[src/rtl/data_selector_pkg.sv]
// Shared definitions for the sequenced data selector: FSM encodings,
// program-entry field layout, width derivation and lane parity helper.
package data_selector_pkg;

  localparam logic [1:0] ST_IDLE  = 2'd0;
  localparam logic [1:0] ST_RUN   = 2'd1;
  localparam logic [1:0] ST_DRAIN = 2'd2;

  typedef logic [1:0] state_t;

  // Entry layout, LSB first: {regs_idx, main_idx, origin}
  localparam int ORIGIN_BIT   = 0;
  localparam int MAIN_IDX_LSB = 1;

  function automatic int regs_idx_lsb(input int mw);
    return MAIN_IDX_LSB + mw;
  endfunction

  // Index width that never collapses to zero bits
  function automatic int width_of(input int n);
    return (n > 1) ? $clog2(n) : 1;
  endfunction

  function automatic logic even_parity(input logic [63:0] v);
    return ^v;
  endfunction

endpackage

[src/rtl/data_selector_lane.sv]
// Combinational single-lane mux: decodes one program entry against the
// snapshot buses and returns the selected slice, or zero when out of range.
module data_selector_lane
  import data_selector_pkg::*;
#(
  parameter int DATA_WIDTH  = 4,
  parameter int MAIN_INPUTS = 16,
  parameter int REGS_INPUTS = 64,
  parameter int MW          = 4,
  parameter int RW          = 6,
  parameter int EW          = RW + MW + 1
) (
  input  logic [EW-1:0]                       entry_i,
  input  logic [MAIN_INPUTS*DATA_WIDTH-1:0]   main_i,
  input  logic [REGS_INPUTS*DATA_WIDTH-1:0]   regs_i,
  output logic [DATA_WIDTH-1:0]               slice_o
);

  localparam int REGS_LSB = regs_idx_lsb(MW);

  logic          origin_s;
  logic [MW-1:0] main_idx_s;
  logic [RW-1:0] regs_idx_s;

  assign origin_s   = entry_i[ORIGIN_BIT];
  assign main_idx_s = entry_i[MAIN_IDX_LSB +: MW];
  assign regs_idx_s = entry_i[REGS_LSB +: RW];

  // Range-checked slice select from the bus named by the origin bit
  always_comb begin
    slice_o = '0;
    if (origin_s) begin
      if (int'(regs_idx_s) < REGS_INPUTS) begin
        slice_o = regs_i[int'(regs_idx_s)*DATA_WIDTH +: DATA_WIDTH];
      end else begin
        slice_o = '0;
      end
    end else begin
      if (int'(main_idx_s) < MAIN_INPUTS) begin
        slice_o = main_i[int'(main_idx_s)*DATA_WIDTH +: DATA_WIDTH];
      end else begin
        slice_o = '0;
      end
    end
  end

endmodule

[src/rtl/data_selector_seq.sv]
// Sequenced data selector: snapshots inputs on start, then streams the
// program beat by beat over valid/ready. Optional DATA_SELECTOR_SEQ_PARITY_EN.
module data_selector_seq
  import data_selector_pkg::*;
#(
  parameter int DATA_WIDTH       = 4,
  parameter int MAIN_INPUTS      = 16,
  parameter int REGS_INPUTS      = 64,
  parameter int SELECTOR_OUTPUTS = 4,
  parameter int PROG_DEPTH       = 16,
  localparam int MW    = $clog2(MAIN_INPUTS),
  localparam int RW    = $clog2(REGS_INPUTS),
  localparam int EW    = RW + MW + 1,
  localparam int BEATS = PROG_DEPTH / SELECTOR_OUTPUTS,
  localparam int BW    = width_of(BEATS)
) (
  input  logic                                  clk,
  input  logic                                  rst,
  input  logic                                  start,
  input  logic                                  loop,
  input  logic                                  wBusy,
  input  logic [MAIN_INPUTS*DATA_WIDTH-1:0]     wData,
  input  logic [REGS_INPUTS*DATA_WIDTH-1:0]     wRegs,
  input  logic [PROG_DEPTH*EW-1:0]              wSelec,
  output logic [SELECTOR_OUTPUTS*DATA_WIDTH-1:0] data_out,
  output logic                                  out_valid,
  input  logic                                  out_ready,
  output logic [BW-1:0]                         beat_idx,
  output logic                                  active,
  output logic                                  done
`ifdef DATA_SELECTOR_SEQ_PARITY_EN
  ,
  output logic [SELECTOR_OUTPUTS-1:0]           out_parity
`endif
);

  localparam int OW = SELECTOR_OUTPUTS * DATA_WIDTH;

  logic [MAIN_INPUTS*DATA_WIDTH-1:0] data_snap_q;
  logic [REGS_INPUTS*DATA_WIDTH-1:0] regs_snap_q;
  logic [PROG_DEPTH*EW-1:0]          prog_snap_q;
  logic                              loop_q;

  state_t          state_q, state_d;
  logic [BW-1:0]   ptr_q, ptr_d;
  logic [OW-1:0]   data_q, data_d;
  logic            valid_q, valid_d;
  logic [BW-1:0]   beat_q, beat_d;
  logic            active_q, active_d;
  logic            done_q, done_d;

  logic            capture_s;
  logic            load_s;
  logic            last_s;
  logic [OW-1:0]   lanes_s;

  assign capture_s = (state_q == ST_IDLE) && start;
  assign load_s    = (state_q == ST_RUN) && !wBusy && (!valid_q || out_ready);
  assign last_s    = (ptr_q == BW'(BEATS - 1));

  for (genvar k = 0; k < SELECTOR_OUTPUTS; k++) begin : g_lane
    logic [EW-1:0] entry_s;
    assign entry_s = prog_snap_q[(int'(ptr_q)*SELECTOR_OUTPUTS + k)*EW +: EW];

    data_selector_lane #(
      .DATA_WIDTH  (DATA_WIDTH),
      .MAIN_INPUTS (MAIN_INPUTS),
      .REGS_INPUTS (REGS_INPUTS),
      .MW          (MW),
      .RW          (RW),
      .EW          (EW)
    ) u_lane (
      .entry_i (entry_s),
      .main_i  (data_snap_q),
      .regs_i  (regs_snap_q),
      .slice_o (lanes_s[k*DATA_WIDTH +: DATA_WIDTH])
    );
  end

  // Snapshot registers: the run only ever sees what was present at start
  always_ff @(posedge clk) begin
    if (rst) begin
      data_snap_q <= '0;
      regs_snap_q <= '0;
      prog_snap_q <= '0;
      loop_q      <= 1'b0;
    end else if (capture_s) begin
      data_snap_q <= wData;
      regs_snap_q <= wRegs;
      prog_snap_q <= wSelec;
      loop_q      <= loop;
    end
  end

  // Sequencer next-state and output-beat logic
  always_comb begin
    state_d = state_q;
    ptr_d   = ptr_q;
    data_d  = data_q;
    valid_d = valid_q;
    beat_d  = beat_q;
    done_d  = 1'b0;
    case (state_q)
      ST_IDLE: begin
        if (start) begin
          state_d = ST_RUN;
          ptr_d   = '0;
        end else begin
          state_d = ST_IDLE;
        end
      end
      ST_RUN: begin
        if (load_s) begin
          data_d  = lanes_s;
          beat_d  = ptr_q;
          valid_d = 1'b1;
          if (last_s) begin
            ptr_d   = '0;
            state_d = loop_q ? ST_RUN : ST_DRAIN;
          end else begin
            ptr_d = ptr_q + BW'(1);
          end
        end else if (valid_q && out_ready) begin
          valid_d = 1'b0;
        end else begin
          valid_d = valid_q;
        end
      end
      ST_DRAIN: begin
        if (valid_q && out_ready) begin
          valid_d = 1'b0;
          done_d  = 1'b1;
          state_d = ST_IDLE;
        end else begin
          state_d = ST_DRAIN;
        end
      end
      default: begin
        state_d = ST_IDLE;
        valid_d = 1'b0;
      end
    endcase
    active_d = (state_d != ST_IDLE);
  end

  // Sequencer state and registered outputs
  always_ff @(posedge clk) begin
    if (rst) begin
      state_q  <= ST_IDLE;
      ptr_q    <= '0;
      data_q   <= '0;
      valid_q  <= 1'b0;
      beat_q   <= '0;
      active_q <= 1'b0;
      done_q   <= 1'b0;
    end else begin
      state_q  <= state_d;
      ptr_q    <= ptr_d;
      data_q   <= data_d;
      valid_q  <= valid_d;
      beat_q   <= beat_d;
      active_q <= active_d;
      done_q   <= done_d;
    end
  end

  assign data_out  = data_q;
  assign out_valid = valid_q;
  assign beat_idx  = beat_q;
  assign active    = active_q;
  assign done      = done_q;

`ifdef DATA_SELECTOR_SEQ_PARITY_EN
  logic [SELECTOR_OUTPUTS-1:0] parity_q, parity_d;

  // Even parity per lane, computed from the beat about to be loaded
  always_comb begin
    parity_d = '0;
    for (int k = 0; k < SELECTOR_OUTPUTS; k++) begin
      parity_d[k] = even_parity(64'(lanes_s[k*DATA_WIDTH +: DATA_WIDTH]));
    end
  end

  // Parity travels with data_out
  always_ff @(posedge clk) begin
    if (rst) begin
      parity_q <= '0;
    end else if (load_s) begin
      parity_q <= parity_d;
    end
  end

  assign out_parity = parity_q;
`endif

endmodule

[config.mk]
export PLATFORM = sky130hd
export DESIGN_NAME = data_selector_seq
export DESIGN_NICKNAME = d
export VERILOG_FILES = /design/src/rtl/data_selector_pkg.sv /design/src/rtl/data_selector_lane.sv /design/src/rtl/data_selector_seq.sv
export SDC_FILE = /design/constraint.sdc
export NUM_CORES = 2
export LEC_CHECK = 0
export BUFFER_PORTS_ARGS = -buffer_cell sky130_fd_sc_hd__buf_2
export CAP_MARGIN = 15
export CELL_PAD_IN_SITES_DETAIL_PLACEMENT = 1
export CELL_PAD_IN_SITES_GLOBAL_PLACEMENT = 1
export CORE_AREA = 2 2 286 259
export CTS_CLUSTER_DIAMETER = 60
export DETAILED_ROUTE_END_ITERATION = 8
export DIE_AREA = 0 0 288 261
export PLACE_DENSITY_LB_ADDON = 0.1
export SYNTH_ARGS = -nofsm -noshare
export SYNTH_HDL_FRONTEND = slang
export SYNTH_SLANG_ARGS = --single-unit
[constraint.sdc]
create_clock -name clk -period 3.2 [get_ports clk]
set_input_delay 0 -clock clk [delete_from_list [all_inputs] [get_ports clk]]
set_output_delay 0 -clock clk [all_outputs]
set_load 0.01 [all_outputs]
==> flow_summary_export.csv <==
group,metric,value,unit
run_status,run_status,"completed",
worst_setup_path,worst_setup_path_start_kind,"register",
hold_path,tightest_hold_check_type,"in2reg",
sta,fin_max_slew_vios,0,
global_routing,grt_usage,41.1,%
worst_setup_path,cp.arrival,3.69,ns
cells_and_area,design_area,42300,um^2
synthesis,synth-edff-count,0,
sta,fin_tns_setup,0,ns
sta,finalWorstSetupSlack,0.0316,ns
sta,hold_violations,0,
flow_run,maxCapViolCount,0,
clock_network,clock_sink_count,522,
die,rows,94,
die,initial_utilization,42.5,%
global_routing,initial_antenna_violation_count,17,
global_routing,first_global_vias,36300,
route,wire_per_inst,28.1,um
place,place_hpwl,107,mm
route,drt-vias-per-instance,6.17,
sta,setup_viol,0,
worst_setup_path,crit_fanout,18,
cells_and_area,mostFrequentLayoutCell,"nand2_1",
synthesis,yosys_most_used_dff,"dfxtp_1",
worst_setup_path,timing.critical_path.to_type,"register",
die,die_width,288,um
sta,grt_setup_unrepaired,"true",
route,detail-route-antenna-nets,0,
global_routing,grt_max_degree,187,
power,total_leakage_power,16.2,nW
clock_network,cts.path.max_buffers,3,
synthesis,syn_nets,4227,
die,die_height,261,um
route,max_layer_used,"met5",
place,place.gp.congestion,1.03,
cells_and_area,final_cell_mix,"nand2_1, a21oi_1, buf_2, dfxtp_1, dlygate4sd3_1",
place,dpl_worst_slack,0.0527,ns
route,drt-total-wl,161,mm
sta,post_route_clock_skew,0.0453,ns
sta,post-route-min-period,3.17,ns
worst_setup_path,critPathKind,"reg2reg",
cells_and_area,layout-drive-gt1-share,21.9,%
clock_network,clk_pin_slew_worst_paths,0.07,ns
place,place.port_buffers,522,
clock_network,worst_skew_pair.late_latency,0.67,ns
cells_and_area,nets,5210,
route,met3_wl_post_dr,14.0,mm
global_routing,grt_pass1_wl,233,mm
power,power_per_cell_area,444,nW/um^2
cells_and_area,synth_to_final_area_change,37.4,%
clock_network,cts_root_buf,"clkbuf_16",
route,detailroute.via_count,35327,
clock_network,cts_tree,"yes",
place,placed_area,35000,um^2
route,dr.pass1.iters,5,
synthesis,synth_area,30800,um^2
synthesis,synthesis.yosys.warnings,0,
route,detailroute.wirelength.met2,76.2,mm
sta,worstMarginPinSlew,0.918,ns
worst_setup_path,worstPathRequired,3.73,ns
synthesis,sequential_element_share_of_the_synthesized_area,33.9,%
synthesis,ys_ff_latch,522,
power,worst_supply_voltage_drop_on_vdd,0.000382,V
route,drt-met1-wl,62.1,mm
sta,finalCritPeriodShare,99.0,%
die,design.die.area,75200,um^2
synthesis,netlist-cell-type-count,58,
synthesis,syn_inst_count,3720,
synthesis,synthesis.area_per_instance,8.28,um^2
route,detail_route.drc_violations,0,
sta,slew-limit-headroom,38.8,%
route,iteration_0_drc_markers,3608,
die,core_area,72400,um^2
sta,max_freq,316,MHz
clock_network,cts.htree.levels,2,
die,number_of_top_level_pins,523,
global_routing,global_route.overflow_total,0,
clock_network,cts-buffers-inserted,57,
synthesis,synth-async-reset-ratio,0,%
cell usage after synthesis (4+ instances only):
| cell type | n | area (um^2) |
|---|---|---|
| nand2_1 | 1166 | 4380 |
| a21oi_1 | 569 | 2850 |
| dfxtp_1 | 522 | 10500 |
| mux2i_1 | 350 | 3500 |
| clkbuf_1 | 195 | 732 |
| mux4_2 | 149 | 3360 |
| buf_2 | 82 | 410 |
| nor2b_1 | 73 | 457 |
| a211oi_1 | 65 | 488 |
| mux2_2 | 65 | 732 |
| a22oi_1 | 63 | 473 |
| nor2_1 | 58 | 218 |
| o211ai_1 | 50 | 375 |
| a221oi_1 | 34 | 298 |
| nand3_1 | 32 | 160 |
| nor3_1 | 18 | 90.1 |
| o22ai_1 | 17 | 106 |
| a31oi_1 | 15 | 93.8 |
| a32oi_1 | 15 | 131 |
| buf_6 | 15 | 169 |
| buf_4 | 14 | 105 |
| nand2b_1 | 14 | 87.6 |
| and2_1 | 12 | 75.1 |
| a22o_1 | 9 | 78.8 |
| o2111ai_1 | 9 | 78.8 |
| o21ai_0 | 9 | 45.0 |
| buf_1 | 8 | 30.0 |
| nand4_1 | 8 | 50.1 |
| and3_1 | 7 | 43.8 |
| inv_1 | 6 | 22.5 |
| nand3b_1 | 6 | 45.0 |
| o31ai_1 | 6 | 45.0 |
| a221o_1 | 5 | 50.1 |
| ha_1 | 5 | 62.6 |
| a211o_1 | 4 | 35.0 |
| nor3b_2 | 4 | 50.1 |
| o311a_1 | 4 | 40.0 |
| or3_1 | 4 | 25.0 |
final cells by class:
cell class / instances / area [um^2]
antenna: 16 / 40.0
clock buffer: 82 / 1630
clock inverter: 21 / 317
fill: 8498 / 30100
inverter: 7 / 26.3
multi-input combinational: 2875 / 18900
sequential: 522 / 10500
tap: 960 / 1200
timing repair buffer: 1240 / 9760
timing repair:
item / 4_1_cts / 5_1_grt
gates cloned: 0 / 0
hold buffers: 520 / 0
buffers inserted: 2 / 7
resized for setup: 0 / 1
setup endpoints to repair: 1 / 7
pin swaps: 0 / 2
hold endpoints to repair: 505 / 0
flip-flops by register name, indices dropped and copies added, names as in the netlist:
register and cells:
ptr_q 2, done 1, beat_idx 2, active 1
prog_snap_q 176, data_snap_q 64, data_out 16, regs_snap_q 256
out_valid 1, loop_q 1, state_q 2
cell families (layout without fill, tap and decap cells):
logic type	after synthesis	in the layout	share of synthesized area, %
simple gates	1413	1413	18.7
buf+inv	323	1350	4.89
mux	567	567	24.9
fa+ha+maj	5	5	0.203
flops	522	522	33.9
other cells	0	16	0
compound gates	890	890	17.3
metrics by stage:
step	util [%]	total power, mW	hold WS [ns]	cells
finish	58.4	18.8	0.0287	5723
detailed placement	48.4	11.1	0.247	5075
global placement	48.4	11.1	0.243	5075
floorplan	-	9.48	0.136	3720
CTS	58.3	18.4	0.000192	5700
global route	58.4	19.3	0.0444	5716
where the power goes:
group	total, mW	internal, mW	switching (mW)
Clock	7.01	3.92	3.09
Sequential	7.46	6.88	0.576
Combinational	4.30	1.94	2.36
Total	18.8	12.7	6.03
routing by layer:
layer | vias to the layer above | track usage (%)
li1 | 15226 | -
met1 | 17517 | 50.6
met2 | 2044 | 69.1
met3 | 530 | 8.80
met4 | 10 | 18.4
met5 | - | 0
critical path, cell delays in order (launching register included):
cell and delay, ns:
dfxtp_4 0.45, buf_4 0.28, mux4_2 0.79, inv_1 0.16, buf_4 0.17, nor3b_1 0.08, buf_4 0.16, a22oi_1 0.36
o2111ai_1 0.35, o211a_1 0.23
worst paths after layout:
check,from,endpoint,slack [ns],cells past startpoint
worst max-delay path,ptr_q[0],data_out[15],0.03,9
worst min-delay path,start,prog_snap_q[168],0.03,4
worst max register to register,ptr_q[0],data_out[15],0.03,9
worst min register to register,prog_snap_q[42],prog_snap_q[42],0.46,2
(Power assumes the default switching activity.)
